===== src/rtl/loader_pkg.sv =====
// -----------------------------------------------------------------------------
// loader_pkg
// Shared definitions for the UART bootloader: loader FSM state encoding and
// the frame sync byte.
// -----------------------------------------------------------------------------
package loader_pkg;

    typedef enum logic [2:0] {
        ST_IDLE   = 3'd0,
        ST_LEN_LO = 3'd1,
        ST_LEN_HI = 3'd2,
        ST_DATA   = 3'd3,
        ST_CSUM   = 3'd4,
        ST_DONE   = 3'd5,
        ST_ERR    = 3'd6
    } state_e;

    localparam logic [7:0] SYNC_BYTE = 8'h55;

endpackage


===== src/rtl/uart_rx.sv =====
// -----------------------------------------------------------------------------
// uart_rx
// 8N1 UART receiver, LSB first, with a 2-FF input synchronizer, start-bit
// glitch rejection and mid-bit sampling.
//
// Ports:
//   clk       in   system clock
//   rst       in   asynchronous active-high reset
//   rxd       in   serial input, idle high, asynchronous to clk
//   rx_data   out  received byte, valid while rx_valid is high
//   rx_valid  out  1-cycle pulse, the cycle after the stop-bit sample
//   rx_ferr   out  qualifies rx_valid: stop bit was sampled low
// -----------------------------------------------------------------------------
module uart_rx #(
    parameter int CLKS_PER_BIT = 104
) (
    input  logic       clk,
    input  logic       rst,
    input  logic       rxd,
    output logic [7:0] rx_data,
    output logic       rx_valid,
    output logic       rx_ferr
);

    localparam int CW = $clog2(CLKS_PER_BIT);
    localparam logic [CW-1:0] CNT_LAST = CW'(CLKS_PER_BIT - 1);
    localparam logic [CW-1:0] CNT_HALF = CW'(CLKS_PER_BIT / 2 - 1);

    // sync1/sync2 form the synchronizer; sync3 is the previous synced value
    // used only for falling-edge detection.
    logic          sync1_q, sync2_q, sync3_q;
    logic          busy_q,  busy_d;
    logic [CW-1:0] cnt_q,   cnt_d;
    logic [3:0]    bit_q,   bit_d;     // 0 = start, 1..8 = data, 9 = stop
    logic [7:0]    shift_q, shift_d;
    logic [7:0]    data_q,  data_d;
    logic          valid_q, valid_d;
    logic          ferr_q,  ferr_d;

    // NOTE: every variable assigned in this block gets a default first, so no
    // path leaves one unassigned and no latch is inferred.
    always_comb begin
        busy_d  = busy_q;
        cnt_d   = cnt_q;
        bit_d   = bit_q;
        shift_d = shift_q;
        data_d  = data_q;
        valid_d = 1'b0;
        ferr_d  = ferr_q;

        if (!busy_q) begin
            if (sync3_q && !sync2_q) begin
                busy_d = 1'b1;
                cnt_d  = '0;
                bit_d  = 4'd0;
            end
        end else if (bit_q == 4'd0) begin
            // Half a bit after the edge: a high line means it was a glitch.
            if (cnt_q == CNT_HALF) begin
                cnt_d = '0;
                if (sync2_q) busy_d = 1'b0;
                else         bit_d  = 4'd1;
            end else begin
                cnt_d = cnt_q + 1'b1;
            end
        end else if (cnt_q == CNT_LAST) begin
            cnt_d = '0;
            if (bit_q == 4'd9) begin
                // Stop-bit sample: go idle at once so a start bit right
                // behind this stop bit is caught.
                busy_d  = 1'b0;
                bit_d   = 4'd0;
                valid_d = 1'b1;
                ferr_d  = !sync2_q;
                data_d  = shift_q;
            end else begin
                shift_d = {sync2_q, shift_q[7:1]};
                bit_d   = bit_q + 4'd1;
            end
        end else begin
            cnt_d = cnt_q + 1'b1;
        end
    end

    // NOTE: sequential state uses non-blocking assignments only, so every
    // register samples pre-edge values regardless of statement order.
    always_ff @(posedge clk or posedge rst) begin
        if (rst) begin
            sync1_q <= 1'b1;
            sync2_q <= 1'b1;
            sync3_q <= 1'b1;
            busy_q  <= 1'b0;
            cnt_q   <= '0;
            bit_q   <= 4'd0;
            shift_q <= 8'h00;
            data_q  <= 8'h00;
            valid_q <= 1'b0;
            ferr_q  <= 1'b0;
        end else begin
            sync1_q <= rxd;
            sync2_q <= sync1_q;
            sync3_q <= sync2_q;
            busy_q  <= busy_d;
            cnt_q   <= cnt_d;
            bit_q   <= bit_d;
            shift_q <= shift_d;
            data_q  <= data_d;
            valid_q <= valid_d;
            ferr_q  <= ferr_d;
        end
    end

    assign rx_data  = data_q;
    assign rx_valid = valid_q;
    assign rx_ferr  = ferr_q;

endmodule


===== src/rtl/uart_loader.sv =====
// -----------------------------------------------------------------------------
// uart_loader
// UART bootloader: receives 55 LEN_LO LEN_HI <N data> CSUM, writes the data
// bytes into code memory from address 0 and keeps the CPU held until a frame
// with a matching 8-bit checksum has been fully written.
//
// Ports:
//   clk        in   system clock
//   rst        in   asynchronous active-high reset
//   rxd        in   UART receive line, idle high
//   mem_we     out  1-cycle code memory write strobe
//   mem_addr   out  code memory write address
//   mem_wdata  out  code memory write data
//   cpu_hold   out  high in every state except DONE
//   load_done  out  high in DONE
//   load_err   out  high in ERR
// -----------------------------------------------------------------------------
module uart_loader
    import loader_pkg::*;
#(
    parameter int CLK_HZ   = 12_000_000,
    parameter int BAUD     = 115200,
    parameter int MEM_SIZE = 1024,
    parameter int ADDR_W   = 16
) (
    input  logic              clk,
    input  logic              rst,
    input  logic              rxd,
    output logic              mem_we,
    output logic [ADDR_W-1:0] mem_addr,
    output logic [7:0]        mem_wdata,
    output logic              cpu_hold,
    output logic              load_done,
    output logic              load_err
);

    localparam int CLKS_PER_BIT = CLK_HZ / BAUD;
    localparam logic [16:0] MEM_SIZE_L = 17'(MEM_SIZE);

    logic [7:0] rx_data;
    logic       rx_valid;
    logic       rx_ferr;

    uart_rx #(
        .CLKS_PER_BIT(CLKS_PER_BIT)
    ) u_rx (
        .clk     (clk),
        .rst     (rst),
        .rxd     (rxd),
        .rx_data (rx_data),
        .rx_valid(rx_valid),
        .rx_ferr (rx_ferr)
    );

    state_e            state_q,  state_d;
    logic [7:0]        len_lo_q, len_lo_d;
    logic [15:0]       rem_q,    rem_d;     // data bytes still expected
    logic [7:0]        sum_q,    sum_d;
    logic [ADDR_W-1:0] addr_q,   addr_d;
    logic              we_q,     we_d;
    logic [7:0]        wdata_q,  wdata_d;
    logic [15:0]       n_len;

    always_comb begin
        state_d  = state_q;
        len_lo_d = len_lo_q;
        rem_d    = rem_q;
        sum_d    = sum_q;
        addr_d   = addr_q;
        we_d     = 1'b0;
        wdata_d  = wdata_q;
        n_len    = {rx_data, len_lo_q};

        // Address advances the cycle after the strobe, so it is stable
        // during the write itself.
        if (we_q) addr_d = addr_q + ADDR_W'(1);

        if (rx_valid) begin
            unique case (state_q)
                ST_IDLE, ST_DONE, ST_ERR: begin
                    if (!rx_ferr && rx_data == SYNC_BYTE) state_d = ST_LEN_LO;
                end
                ST_LEN_LO: begin
                    if (rx_ferr) begin
                        state_d = ST_ERR;
                    end else begin
                        len_lo_d = rx_data;
                        state_d  = ST_LEN_HI;
                    end
                end
                ST_LEN_HI: begin
                    if (rx_ferr) begin
                        state_d = ST_ERR;
                    end else begin
                        rem_d  = n_len;
                        sum_d  = 8'h00;
                        addr_d = '0;
                        if ({1'b0, n_len} > MEM_SIZE_L) state_d = ST_ERR;
                        else if (n_len == 16'd0)        state_d = ST_CSUM;
                        else                            state_d = ST_DATA;
                    end
                end
                ST_DATA: begin
                    if (rx_ferr) begin
                        state_d = ST_ERR;
                    end else begin
                        we_d    = 1'b1;
                        wdata_d = rx_data;
                        sum_d   = sum_q + rx_data;
                        rem_d   = rem_q - 16'd1;
                        if (rem_q == 16'd1) state_d = ST_CSUM;
                    end
                end
                ST_CSUM: begin
                    if (!rx_ferr && rx_data == sum_q) state_d = ST_DONE;
                    else                              state_d = ST_ERR;
                end
                default: state_d = ST_IDLE;
            endcase
        end
    end

    always_ff @(posedge clk or posedge rst) begin
        if (rst) begin
            state_q  <= ST_IDLE;
            len_lo_q <= 8'h00;
            rem_q    <= 16'd0;
            sum_q    <= 8'h00;
            addr_q   <= '0;
            we_q     <= 1'b0;
            wdata_q  <= 8'h00;
        end else begin
            state_q  <= state_d;
            len_lo_q <= len_lo_d;
            rem_q    <= rem_d;
            sum_q    <= sum_d;
            addr_q   <= addr_d;
            we_q     <= we_d;
            wdata_q  <= wdata_d;
        end
    end

    assign mem_we    = we_q;
    assign mem_addr  = addr_q;
    assign mem_wdata = wdata_q;
    assign cpu_hold  = (state_q != ST_DONE);
    assign load_done = (state_q == ST_DONE);
    assign load_err  = (state_q == ST_ERR);

endmodule


===== config.mk =====
export PLATFORM = sky130hd
export DESIGN_NAME = uart_loader
export DESIGN_NICKNAME = d
export VERILOG_FILES = /design/src/rtl/loader_pkg.sv /design/src/rtl/uart_rx.sv /design/src/rtl/uart_loader.sv
export SDC_FILE = /design/constraint.sdc
export NUM_CORES = 1
export LEC_CHECK = 0
export BUFFER_PORTS_ARGS = -buffer_cell sky130_fd_sc_hd__clkbuf_2
export CAP_MARGIN = 25
export CORE_MARGIN = 10
export CORE_UTILIZATION = 54
export CTS_BUF_LIST = sky130_fd_sc_hd__clkbuf_2 sky130_fd_sc_hd__clkbuf_4 sky130_fd_sc_hd__clkbuf_8
export DETAILED_ROUTE_END_ITERATION = 7
export GPL_TIMING_DRIVEN = 1
export PLACE_DENSITY_LB_ADDON = 0.2
export SKIP_LAST_GASP = 1
export SLEW_MARGIN = 0
export SYNTH_ARGS = -nofsm -noshare
export SYNTH_HDL_FRONTEND = slang
export SYNTH_HIERARCHICAL = 1
export SYNTH_SLANG_ARGS = --single-unit

===== constraint.sdc =====
create_clock -name clk -period 2.55 [get_ports clk]
set_input_delay 0.1275 -clock clk [delete_from_list [all_inputs] [get_ports clk]]
set_output_delay 0.1275 -clock clk [all_outputs]
set_load 0.02 [all_outputs]

==> results of run 1 <==
[flip-flops by register name, summed over array words and instances, names as in the netlist]
signal and cells:
u_rx/rx_ferr 1, u_rx/busy_q 1, u_rx/sync1_q 1, u_rx/cnt_q 7, u_rx/bit_q 4, rem_q 16, mem_we 1, u_rx/rx_data 8
u_rx/rx_valid 1, mem_addr 16, mem_wdata 8, u_rx/sync3_q 1, len_lo_q 8, sum_q 8, state_q 3, u_rx/shift_q 8
u_rx/sync2_q 1
[routing by layer]
layer  vias up  part of all wire, %
met1      1936                   47
met3        18                  5.6
met4         0                  1.5
li1       1897                    -
met2       106                   46
met5         -                    0
[kinds of logic after synthesis]
| family | Yosys count |
|---|---|
| flops | 93 |
| mux | 29 |
| simple gates | 185 |
| fa+ha+maj | 15 |
| xor+xnor | 18 |
| compound gates | 118 |
| buf+inv | 46 |
[final timing paths]
check | cells past startpoint | startpoint | end
worst max-delay path | 6 | u_rx/rx_data[5] | state_q[1]
worst min-delay path | 3 | rst | u_rx/cnt_q[0]
worst max register to register | 6 | u_rx/rx_data[5] | state_q[1]
worst min register to register | 0 | u_rx/sync1_q | u_rx/sync2_q
max in group asynchronous | 4 | rst | u_rx/rx_data[4]
min in group clk | 0 | u_rx/sync1_q | u_rx/sync2_q
[cells in the mapped netlist (3+ instances only)]
cell type / number
and2b_1: 3
a31oi_1: 8
nor3_1: 13
nand3_1: 18
dfstp_2: 3
mux2_4: 7
xnor2_1: 9
nand3b_1: 3
mux2_1: 8
or3_1: 3
buf_4: 4
o22ai_1: 4
a22oi_1: 6
and3_1: 7
o21ai_0: 34
nor4_1: 8
a21oi_1: 22
dfrtp_1: 90
nor3b_1: 6
and2_1: 3
nand2_1: 60
clkbuf_1: 12
mux2_2: 9
nor2_1: 29
inv_1: 24
o211ai_1: 7
mux2i_1: 5
ha_1: 14
nand4_1: 7
a32oi_1: 3
xor2_1: 9
[power by group]
group	internal, mW	switching (mW)
Clock	0.425	0.497
Combinational	0.152	0.184
Sequential	1.54	0.0990
[cell type report]
type	count	area, µm²
repair buffers	41	250
clock inverters	2	12.5
well taps	111	139
multi-input cells	365	2520
flip-flops and latches	93	2330
inverters	24	90.1
clock buffers	14	168
fillers	770	3680
[critical path, cell delays in order (launching register included)]
cell	delay, ps
dfrtp_1	510
ha_1	450
nor4_1	100
a311oi_1	460
inv_1	90
a211oi_1	300
a221o_1	170
[what timing repair did]
action | CTS | global route
endpoints found under the setup margin | 0 | 0
hold endpoints to repair | 69 | 0
hold buffers | 2 | 0
==> metrics.txt, run 1 <==
# TYPE chip_impl_metric gauge
chip_impl_info{name="rsz0062_at_grt",value="no"} 1
chip_impl_metric{name="final_core_util",unit="%"} 59.9
chip_impl_metric{name="holdWs",unit="ps"} 337
chip_impl_metric{name="via_count",unit=""} 3957
chip_impl_info{name="clockRootBuffer",value="clkbuf_8"} 1
chip_impl_metric{name="grtUsageTotal",unit="%"} 17.2
chip_impl_metric{name="syn2layout_area_growth",unit="%"} 8.79
chip_impl_info{name="status",value="completed"} 1
chip_impl_metric{name="grt_overflow",unit=""} 0
chip_impl_metric{name="die-width",unit="µm"} 117
chip_impl_metric{name="drtPass1Iterations",unit=""} 5
chip_impl_metric{name="synth_seq_area_share",unit="%"} 46.0
chip_impl_metric{name="numCtsBuffers",unit=""} 9
chip_impl_metric{name="initial_core_util",unit="%"} 55.1
chip_impl_metric{name="post_cts_resized",unit=""} 0
chip_impl_metric{name="antenna_cells",unit=""} 0
chip_impl_metric{name="dp.final_hpwl",unit="µm"} 7650
chip_impl_metric{name="synthesis_warnings",unit=""} 6
chip_impl_info{name="grt_busiest_layer",value="met2"} 1
chip_impl_metric{name="worst_setup_hold_path_clk_slew",unit="ps"} 90
chip_impl_metric{name="vdd_ir_drop_max",unit="mV"} 0.321
chip_impl_metric{name="timing.fmax",unit="MHz"} 471
chip_impl_metric{name="drt_first_iter_violations",unit=""} 274
chip_impl_metric{name="antenna_violating_nets_left",unit=""} 0
chip_impl_metric{name="maximum_number_of_pins_on_one_net_before_global_route_repair",unit=""} 61
chip_impl_info{name="critPathLaunchType",value="flip-flop"} 1
chip_impl_metric{name="period_share",unit="%"} 83.3
chip_impl_metric{name="detail_route.drc_violations",unit=""} 0
chip_impl_info{name="final_cell_mix",value="dfrtp_1 (90), nand2_1 (60), o21ai_0 (34)"} 1
chip_impl_metric{name="number_of_synthesized_flops_with_an_enable_pin",unit=""} 0
chip_impl_info{name="synth.largest_area_cell",value="dfrtp_1"} 1
chip_impl_metric{name="die-height",unit="µm"} 117
chip_impl_metric{name="synth_compound_area_share",unit="%"} 15.5
chip_impl_info{name="synth_top_family_by_area",value="simple AND/OR/NAND/NOR gates"} 1
chip_impl_metric{name="fp.dieArea",unit="mm²"} 0.0137
chip_impl_metric{name="post_synth_fa_ha_maj_area_fraction",unit="%"} 3.85
chip_impl_metric{name="wire_per_inst",unit="µm"} 17.0
chip_impl_metric{name="place_worst_setup_slack",unit="ps"} 498
chip_impl_metric{name="numClockSinks",unit=""} 93
chip_impl_metric{name="first_global_vias",unit=""} 3849
chip_impl_metric{name="postSynthAreaPerCell",unit="µm²"} 10.1
chip_impl_metric{name="numPortBuffers",unit=""} 30
chip_impl_metric{name="critical_path.max_fanout",unit=""} 6
chip_impl_metric{name="finalWeightedCongestion",unit=""} 0.929
chip_impl_metric{name="finalWirelength",unit="µm"} 11000
chip_impl_metric{name="cap_violations",unit=""} 0
chip_impl_metric{name="cp_arrival",unit="ps"} 2420
chip_impl_metric{name="worst_slew_margin_rel",unit="%"} 59.2
chip_impl_metric{name="synth_area_in_simple_gates",unit="%"} 20.4
chip_impl_metric{name="r2r_setup_slack",unit="ps"} 430
chip_impl_metric{name="netlist-cell-type-count",unit=""} 80
chip_impl_metric{name="synthesis.area",unit="mm²"} 0.00507
chip_impl_metric{name="fp-row-count",unit=""} 35
chip_impl_metric{name="grt.met3_usage",unit="%"} 3.31
chip_impl_metric{name="met1_usage",unit="%"} 22.7
chip_impl_metric{name="layout-drive-gt1-share",unit="%"} 17.8
chip_impl_metric{name="core-area",unit="mm²"} 0.00920
chip_impl_metric{name="setup_viol",unit=""} 0
chip_impl_metric{name="cts_max_path_buffers",unit=""} 2
chip_impl_info{name="endpoint_kind",value="flip-flop"} 1
chip_impl_metric{name="grt_antenna_before_repair",unit=""} 0
chip_impl_metric{name="placed_cell_area",unit="mm²"} 0.00531
chip_impl_metric{name="floorplan.io_pins",unit=""} 31
chip_impl_metric{name="final_cell_area",unit="mm²"} 0.00551
chip_impl_info{name="ys_top_cells_by_area",value="dfrtp_1 (44%), nand2_1 (4.4%), ha_1 (3.5%)"} 1
chip_impl_metric{name="power.density",unit="mW/mm²"} 526
chip_impl_metric{name="post_synth_xor_area_fraction",unit="%"} 3.11
chip_impl_info{name="ys_dominant_reg_cell",value="dfrtp_1"} 1
chip_impl_metric{name="postSynthRegisterBits",unit=""} 93
chip_impl_metric{name="number_of_nets_in_the_layout",unit=""} 552
chip_impl_metric{name="netlist_instances",unit=""} 504
chip_impl_metric{name="grt_first_pass_wirelength",unit="µm"} 18800
chip_impl_metric{name="synthArstFlopShare",unit="%"} 100
chip_impl_metric{name="cts_h_tree_lvls",unit=""} 3
chip_impl_metric{name="fin_skew",unit="ps"} 11.7
chip_impl_info{name="cts_tree",value="yes"} 1
chip_impl_metric{name="clock_latency_on_the_worst_skew_pair",unit="ps"} 360
chip_impl_metric{name="total_power",unit="mW"} 2.90
chip_impl_info{name="crit_type",value="reg -> reg"} 1
chip_impl_metric{name="stdcell_count",unit=""} 650
chip_impl_metric{name="cellLeakagePower",unit="nW"} 2.62
chip_impl_metric{name="synth_mux_area_share",unit="%"} 6.84
chip_impl_metric{name="synth.net_count",unit=""} 522
chip_impl_metric{name="final.setup.worst_slack",unit="ps"} 426
chip_impl_metric{name="worst-slew-pin-transition",unit="ps"} 611
chip_impl_metric{name="report.final.hold_viol_count",unit=""} 0
chip_impl_metric{name="required",unit="ps"} 2840
chip_impl_metric{name="placed_instances",unit=""} 632
chip_impl_metric{name="vias_per_cell",unit=""} 6.09
chip_impl_metric{name="final_period_minus_worst_setup_slack",unit="ps"} 2120
chip_impl_metric{name="timing.final.max_slew_violations",unit=""} 0
chip_impl_info{name="worst_min_delay_path_class",value="in -> async"} 1
chip_impl_metric{name="grt_util_met2",unit="%"} 27.6
chip_impl_metric{name="tns",unit="ps"} 0
chip_impl_metric{name="netlist.area_leader.share",unit="%"} 44.5
chip_impl_metric{name="cts_post_setup_buffers_inserted",unit=""} 0
chip_impl_info{name="mostFrequentLayoutCell",value="dfrtp_1"} 1
Power figures use the tool's default switching activity.
==> inputs of run 2 (changes only) <==
- ABC_AREA: default -> 1
- clock period: 2.55 -> 2.05 ns (I/O delays scaled with it)
==> run 2 against run 1 <==
  * Core utilization grew 1.2 points
  * First-iteration DRC count grew 28%
  * Critical endpoint is now u_rx/shift_q[6]
  * Clock power grew 43%
  * Wire length grew 2.7%
  * Cell count grew 30%
  * Clock skew is essentially flat
  * Via count grew 13%
==> metrics.txt, run 2 <==
# TYPE chip_impl_metric gauge
chip_impl_info{name="worst_min_delay_path_class",value="in -> async"} 1
chip_impl_metric{name="number_of_nets_in_the_layout",unit=""} 728
chip_impl_metric{name="required",unit="ps"} 2280
chip_impl_metric{name="grt_antenna_before_repair",unit=""} 0
chip_impl_metric{name="grtUsageTotal",unit="%"} 16.7
chip_impl_metric{name="netlist_instances",unit=""} 675
chip_impl_info{name="synth.largest_area_cell",value="dfrtp_1"} 1
chip_impl_metric{name="finalWirelength",unit="µm"} 11300
chip_impl_metric{name="fp.dieArea",unit="mm²"} 0.0140
chip_impl_metric{name="worst_setup_hold_path_clk_slew",unit="ps"} 100
chip_impl_metric{name="grt_first_pass_wirelength",unit="µm"} 19900
chip_impl_metric{name="dp.final_hpwl",unit="µm"} 8350
chip_impl_metric{name="netlist.area_leader.share",unit="%"} 43.2
chip_impl_metric{name="nFillCells",unit=""} 821
chip_impl_metric{name="synth_seq_area_share",unit="%"} 44.7
chip_impl_metric{name="cts_h_tree_lvls",unit=""} 3
chip_impl_metric{name="wire_per_inst",unit="µm"} 13.4
chip_impl_metric{name="worst-slew-pin-transition",unit="ps"} 695
chip_impl_metric{name="number_of_synthesized_flops_with_an_enable_pin",unit=""} 0
chip_impl_info{name="ys_top_cells_by_area",value="dfrtp_1 (43%), nand2_1 (13%), nor2_1 (6.1%)"} 1
chip_impl_metric{name="power.density",unit="mW/mm²"} 699
chip_impl_info{name="endpoint_kind",value="flip-flop"} 1
chip_impl_metric{name="antenna_cells",unit=""} 0
chip_impl_metric{name="synthArstFlopShare",unit="%"} 100
chip_impl_metric{name="report.final.hold_viol_count",unit=""} 0
chip_impl_metric{name="fp-row-count",unit=""} 35
chip_impl_metric{name="area_of_the_multi_input_gates",unit="mm²"} 0.00245
chip_impl_metric{name="drt_first_iter_violations",unit=""} 350
chip_impl_metric{name="clock_latency_on_the_worst_skew_pair",unit="ps"} 370
chip_impl_metric{name="setup_viol",unit=""} 0
chip_impl_metric{name="cts_max_path_buffers",unit=""} 2
chip_impl_metric{name="synth.net_count",unit=""} 693
chip_impl_metric{name="synthesis_warnings",unit=""} 6
chip_impl_metric{name="cap_violations",unit=""} 0
chip_impl_metric{name="syn2layout_area_growth",unit="%"} 9.31
chip_impl_metric{name="synthesis.area",unit="mm²"} 0.00521
chip_impl_info{name="worst_r2r_endpoint",value="u_rx/shift_q[6]"} 1
chip_impl_metric{name="cts_post_setup_buffers_inserted",unit=""} 0
chip_impl_metric{name="vias_per_cell",unit=""} 5.29
chip_impl_metric{name="register_area",unit="mm²"} 0.00233
chip_impl_metric{name="via_count",unit=""} 4468
chip_impl_metric{name="final_period_minus_worst_setup_slack",unit="ps"} 1870
chip_impl_info{name="final_cell_mix",value="nand2_1 (183), dfrtp_1 (90), nor2_1 (85)"} 1
chip_impl_info{name="critPathLaunchType",value="flip-flop"} 1
chip_impl_metric{name="die-width",unit="µm"} 118
chip_impl_metric{name="netlist-cell-type-count",unit=""} 42
chip_impl_metric{name="final_cell_area",unit="mm²"} 0.00570
chip_impl_metric{name="numCtsBuffers",unit=""} 9
chip_impl_info{name="rsz0062_at_grt",value="no"} 1
chip_impl_info{name="status",value="completed"} 1
chip_impl_info{name="cts_tree",value="yes"} 1
chip_impl_metric{name="timing.final.max_slew_violations",unit=""} 0
chip_impl_metric{name="detail_route.drc_violations",unit=""} 0
chip_impl_metric{name="finalWeightedCongestion",unit=""} 0.911
chip_impl_metric{name="maximum_number_of_pins_on_one_net_before_global_route_repair",unit=""} 51
chip_impl_metric{name="die-height",unit="µm"} 118
chip_impl_info{name="ys_dominant_reg_cell",value="dfrtp_1"} 1
chip_impl_metric{name="vdd_ir_drop_max",unit="mV"} 0.627
chip_impl_metric{name="total_power",unit="mW"} 3.98
chip_impl_metric{name="drtPass1Iterations",unit=""} 5
chip_impl_metric{name="r2r_setup_slack",unit="ps"} 180
chip_impl_metric{name="stdcell_count",unit=""} 844
chip_impl_metric{name="numClockSinks",unit=""} 93
chip_impl_info{name="clockRootBuffer",value="clkbuf_8"} 1
chip_impl_metric{name="tns",unit="ps"} 0
chip_impl_metric{name="cp_arrival",unit="ps"} 2100
chip_impl_metric{name="core-area",unit="mm²"} 0.00933
chip_impl_info{name="crit_type",value="reg -> reg"} 1
chip_impl_info{name="synthMostInstantiatedCell",value="nand2_1"} 1
chip_impl_info{name="post_synth_most_frequent_cells",value="nand2_1 (183), dfrtp_1 (90), nor2_1 (85), inv_1 (80), o21ai_0 (49)"} 1
chip_impl_metric{name="placed_cell_area",unit="mm²"} 0.00546
chip_impl_metric{name="floorplan.io_pins",unit=""} 31
chip_impl_info{name="crit-reg2reg-launch",value="u_rx/bit_q[0]"} 1
chip_impl_metric{name="period_share",unit="%"} 91.2
chip_impl_metric{name="first_global_vias",unit=""} 4236
chip_impl_metric{name="layout-drive-gt1-share",unit="%"} 12.6
chip_impl_metric{name="initial_core_util",unit="%"} 55.9
chip_impl_info{name="mostFrequentLayoutCell",value="nand2_1"} 1
chip_impl_metric{name="timing.reg2reg.worst_path_depth",unit=""} 7
chip_impl_metric{name="postSynthAreaPerCell",unit="µm²"} 7.72
chip_impl_metric{name="worst_slew_margin_rel",unit="%"} 53.7
chip_impl_metric{name="numPortBuffers",unit=""} 30
chip_impl_metric{name="fin_skew",unit="ps"} 11.9
chip_impl_metric{name="grt_overflow",unit=""} 0
chip_impl_metric{name="antenna_violating_nets_left",unit=""} 0
chip_impl_metric{name="critical_path.max_fanout",unit=""} 16
chip_impl_metric{name="holdWs",unit="ps"} 225
chip_impl_metric{name="cellLeakagePower",unit="nW"} 2.98
chip_impl_metric{name="postSynthRegisterBits",unit=""} 93
chip_impl_metric{name="timing.fmax",unit="MHz"} 535
chip_impl_metric{name="placed_instances",unit=""} 826
[run 2: layout make-up]
class,instances,area share [%]
Multi-Input combinational cell,486,43.1
Clock buffer,11,2.66
Timing Repair Buffer,37,3.86
Tap cell,129,2.83
Sequential cell,93,40.9
Inverter,83,5.53
Clock inverter,5,1.14
[run 2: stage by stage]
step,util [%],setup WS [ps]
after global routing,61.1,2.79
after floorplan,-,455
after CTS,61.1,172
final,61.1,181
after detailed placement,58.5,219
after global placement,58.5,305
[run 2: cells by family (layout without fill, tap and decap cells)]
logic type | count (synthesis) | in the layout | synth area share, %
AND/OR/NAND/NOR | 349 | 349 | 29.4
AO/OA/AOI/OAI | 111 | 111 | 12.1
buffers and inverters | 96 | 136 | 8.21
flip-flops | 93 | 93 | 44.7
adder cells (fa/ha/maj) | 15 | 15 | 3.74
XOR/XNOR | 11 | 11 | 1.85
[run 2: worst max-delay path by stage]
stage	start	end	slack [ps]	depth (start not counted)
global placement	state_q[2]	rem_q[8]	310	8
floorplan	rst	len_lo_q[0]	460	1
finish	u_rx/bit_q[0]	u_rx/shift_q[6]	180	7
CTS	u_rx/bit_q[0]	u_rx/shift_q[4]	170	7
global route	u_rx/bit_q[1]	u_rx/shift_q[2]	3	7
detailed placement	state_q[2]	rem_q[12]	220	8
[run 2: critical path: stages, from the launching register on]
cell and delay (ps):
dfrtp_1 450, inv_1 90, ha_1 240, nand2_2 130, nand3_4 90, or2_1 470
nand2_1 170, o21ai_2 70
[run 2: per-layer routing]
layer	global-route usage [%]	share of wire, %
met1	21.4	45
met5	0	0
met3	2.95	4.7
met4	5.87	1.7
met2	27.7	49
[run 2: where the power goes]
group          total, mW  internal, mW  switching [mW]  leakage, nW
Combinational      0.630         0.217           0.413         1.60
Clock               1.32         0.644           0.679        0.111
Sequential          2.03          1.92           0.109         1.27
Total               3.98          2.78            1.20         2.98
[run 2: timing repair]
action / CTS / global route
gates resized for setup: 0 / 1
hold buffers: 2 / 0
setup endpoints to repair: 0 / 1
endpoints found under the hold margin: 21 / 0
==> inputs of run 3 (changes only) <==
- PLACE_DENSITY: default -> 0.73
- PLACE_DENSITY_LB_ADDON: 0.2 -> default
- RECOVER_POWER: default -> 25
- TNS_END_PERCENT: default -> 1
==> run 3 against run 2 <==
  * Global-route usage rose by 0.42 points
  * Largest cell class unchanged
  * Combinational power barely moved
  * Setup slack improved by 34 ps
  * Register-to-register slack improved by 30 ps
  * Die area did not move
  * Highest routed layer unchanged
  * Sequential power barely moved
  * Cell count rose by 0.24%
  * Clock skew barely moved
  * Largest power group unchanged
  * Total power fell by 2.5%
==> metrics.txt, run 3 (synthesis results as in run 2) <==
# TYPE chip_impl_metric gauge
chip_impl_info{name="highest-signal-layer",value="met4"} 1
chip_impl_info{name="clockRootBuffer",value="clkbuf_8"} 1
chip_impl_metric{name="vias_per_cell",unit=""} 5.21
chip_impl_metric{name="numClockSinks",unit=""} 93
chip_impl_metric{name="syn2layout_area_growth",unit="%"} 8.88
chip_impl_metric{name="cp_arrival",unit="ps"} 2090
chip_impl_info{name="cpMaxStageDelayCell",value="dfrtp_1"} 1
chip_impl_metric{name="fin_skew",unit="ps"} 11.7
chip_impl_metric{name="first_global_vias",unit=""} 4423
chip_impl_metric{name="power.density",unit="mW/mm²"} 684
chip_impl_metric{name="critical_path.max_fanout",unit=""} 24
chip_impl_metric{name="cellLeakagePower",unit="nW"} 2.97
chip_impl_metric{name="critical_path.max_stage_delay",unit="ps"} 450
chip_impl_metric{name="placed_instances",unit=""} 829
chip_impl_metric{name="core-area",unit="mm²"} 0.00933
chip_impl_metric{name="clock_latency_on_the_worst_skew_pair",unit="ps"} 360
chip_impl_metric{name="antenna_cells",unit=""} 0
chip_impl_metric{name="wl_met3",unit="µm"} 530
chip_impl_metric{name="period_share",unit="%"} 89.5
chip_impl_metric{name="grt_first_pass_wirelength",unit="µm"} 20400
chip_impl_metric{name="die-height",unit="µm"} 118
chip_impl_metric{name="layout-drive-gt1-share",unit="%"} 12.4
chip_impl_metric{name="floorplan.io_pins",unit=""} 31
chip_impl_metric{name="post_cts_resized",unit=""} 0
chip_impl_metric{name="numPortBuffers",unit=""} 30
chip_impl_info{name="endpoint_kind",value="flip-flop"} 1
chip_impl_metric{name="cap_violations",unit=""} 0
chip_impl_metric{name="wire_per_inst",unit="µm"} 13.8
chip_impl_metric{name="numCtsBuffers",unit=""} 9
chip_impl_metric{name="tns",unit="ps"} 0
chip_impl_metric{name="report.final.hold_viol_count",unit=""} 0
chip_impl_metric{name="via_count",unit=""} 4408
chip_impl_metric{name="timing.final.max_slew_violations",unit=""} 0
chip_impl_metric{name="holdBufCountCts",unit=""} 2
chip_impl_info{name="cts_tree",value="yes"} 1
chip_impl_metric{name="finalWeightedCongestion",unit=""} 0.925
chip_impl_metric{name="die-width",unit="µm"} 118
chip_impl_metric{name="finalWirelength",unit="µm"} 11600
chip_impl_metric{name="grt_antenna_before_repair",unit=""} 0
chip_impl_metric{name="maximum_number_of_pins_on_one_net_before_global_route_repair",unit=""} 34
chip_impl_metric{name="stdcell_count",unit=""} 846
chip_impl_metric{name="initial_core_util",unit="%"} 55.9
chip_impl_metric{name="number_of_nets_in_the_layout",unit=""} 731
chip_impl_info{name="rsz0062_at_grt",value="no"} 1
chip_impl_metric{name="grt_overflow",unit=""} 0
chip_impl_info{name="critPathLaunchType",value="flip-flop"} 1
chip_impl_info{name="final_cell_mix",value="nand2_1 (183), dfrtp_1 (90), nor2_1 (85)"} 1
chip_impl_metric{name="vdd_ir_drop_max",unit="mV"} 0.643
chip_impl_info{name="worst_min_delay_path_class",value="in -> async"} 1
chip_impl_metric{name="dp.final_hpwl",unit="µm"} 8860
chip_impl_metric{name="worst_slew_margin_rel",unit="%"} 45.4
chip_impl_metric{name="drt_first_iter_violations",unit=""} 367
chip_impl_metric{name="cts_max_path_buffers",unit=""} 2
chip_impl_metric{name="timing.fmax",unit="MHz"} 545
chip_impl_metric{name="detail_route.drc_violations",unit=""} 0
chip_impl_metric{name="grtUsageTotal",unit="%"} 17.1
chip_impl_metric{name="fp.dieArea",unit="mm²"} 0.0140
chip_impl_metric{name="cts_post_setup_buffers_inserted",unit=""} 0
chip_impl_metric{name="drtPass1Iterations",unit=""} 5
chip_impl_metric{name="fp-row-count",unit=""} 35
chip_impl_info{name="status",value="completed"} 1
chip_impl_metric{name="cts_h_tree_lvls",unit=""} 3
chip_impl_metric{name="dr_wl_met2",unit="µm"} 5850
chip_impl_metric{name="worst_setup_hold_path_clk_slew",unit="ps"} 90
chip_impl_metric{name="final_period_minus_worst_setup_slack",unit="ps"} 1840
chip_impl_metric{name="required",unit="ps"} 2300
chip_impl_metric{name="setup_viol",unit=""} 0
chip_impl_info{name="mostFrequentLayoutCell",value="nand2_1"} 1
chip_impl_metric{name="antenna_violating_nets_left",unit=""} 0
chip_impl_info{name="crit_type",value="reg -> reg"} 1
chip_impl_info{name="cp_cell_sequence",value="inv_1, nand3_4, nor2_8, inv_4, nand2_4, o21ai_1, a22o_1"} 1
chip_impl_metric{name="drt-met1-wl",unit="µm"} 5080
chip_impl_metric{name="worst-slew-pin-transition",unit="ps"} 818
[run 3: cell types whose count changed in the layout (fill, tap and decap cells not counted), sizes merged]
cell	before	now
clkbuf	41	42
inv	84	85
clkinvlp	0	1
clkinv	3	1
buf	5	6
[run 3: layout make-up]
type / count / area [µm²]
Fill cell: 863 / 3650
Multi-Input combinational cell: 486 / 2450
Sequential cell: 93 / 2330
Inverter: 83 / 314
Timing Repair Buffer: 40 / 224
Tap cell: 129 / 161
Clock buffer: 10 / 131
Clock inverter: 5 / 60.1
[run 3: worst paths after layout]
path                               from  cells past startpoint            to  slack (ps)
max                          state_q[2]                      7      rem_q[6]         210
max reg2reg                  state_q[2]                      7      rem_q[6]         210
min in group clk           u_rx/sync1_q                      0  u_rx/sync2_q         370
min                                 rst                      3  mem_wdata[6]         310
max in group asynchronous           rst                      4      sum_q[0]         580
min reg2reg                u_rx/sync1_q                      0  u_rx/sync2_q         370
[run 3: through the flow]
stage	power, mW	utilization, %	cell area, µm²	setup slack, ps	hold WS (ps)
6_report	3.88	60.8	5680	215	310
5_1_grt	4.13	60.8	5680	41.2	371
4_1_cts	3.92	61.0	5690	228	238
3_5_place_dp	2.70	58.8	5480	228	78.0
3_3_place_gp	2.66	58.8	5480	290	76.0
2_1_floorplan	2.54	-	5210	455	107
[run 3: worst max-delay path: cells and delay by family, from the launching register on]
kind	cells	cell delay (ps)
flops	1	450
simple gates	3	640
buf+inv	2	310
compound gates	2	320
[run 3: layer usage]
layer  vias up  GRT usage [%]
li1       2243              -
met1      2047           20.6
met2       101           29.7
met3        17           3.71
met4         0           5.56
met5         -              0
[run 3: report_power, final]
group	leakage, nW	total (mW)	switching (mW)	internal (mW)
clock	0.0966	1.22	0.642	0.578
combinational	1.61	0.631	0.416	0.215
sequential	1.27	2.03	0.109	1.92
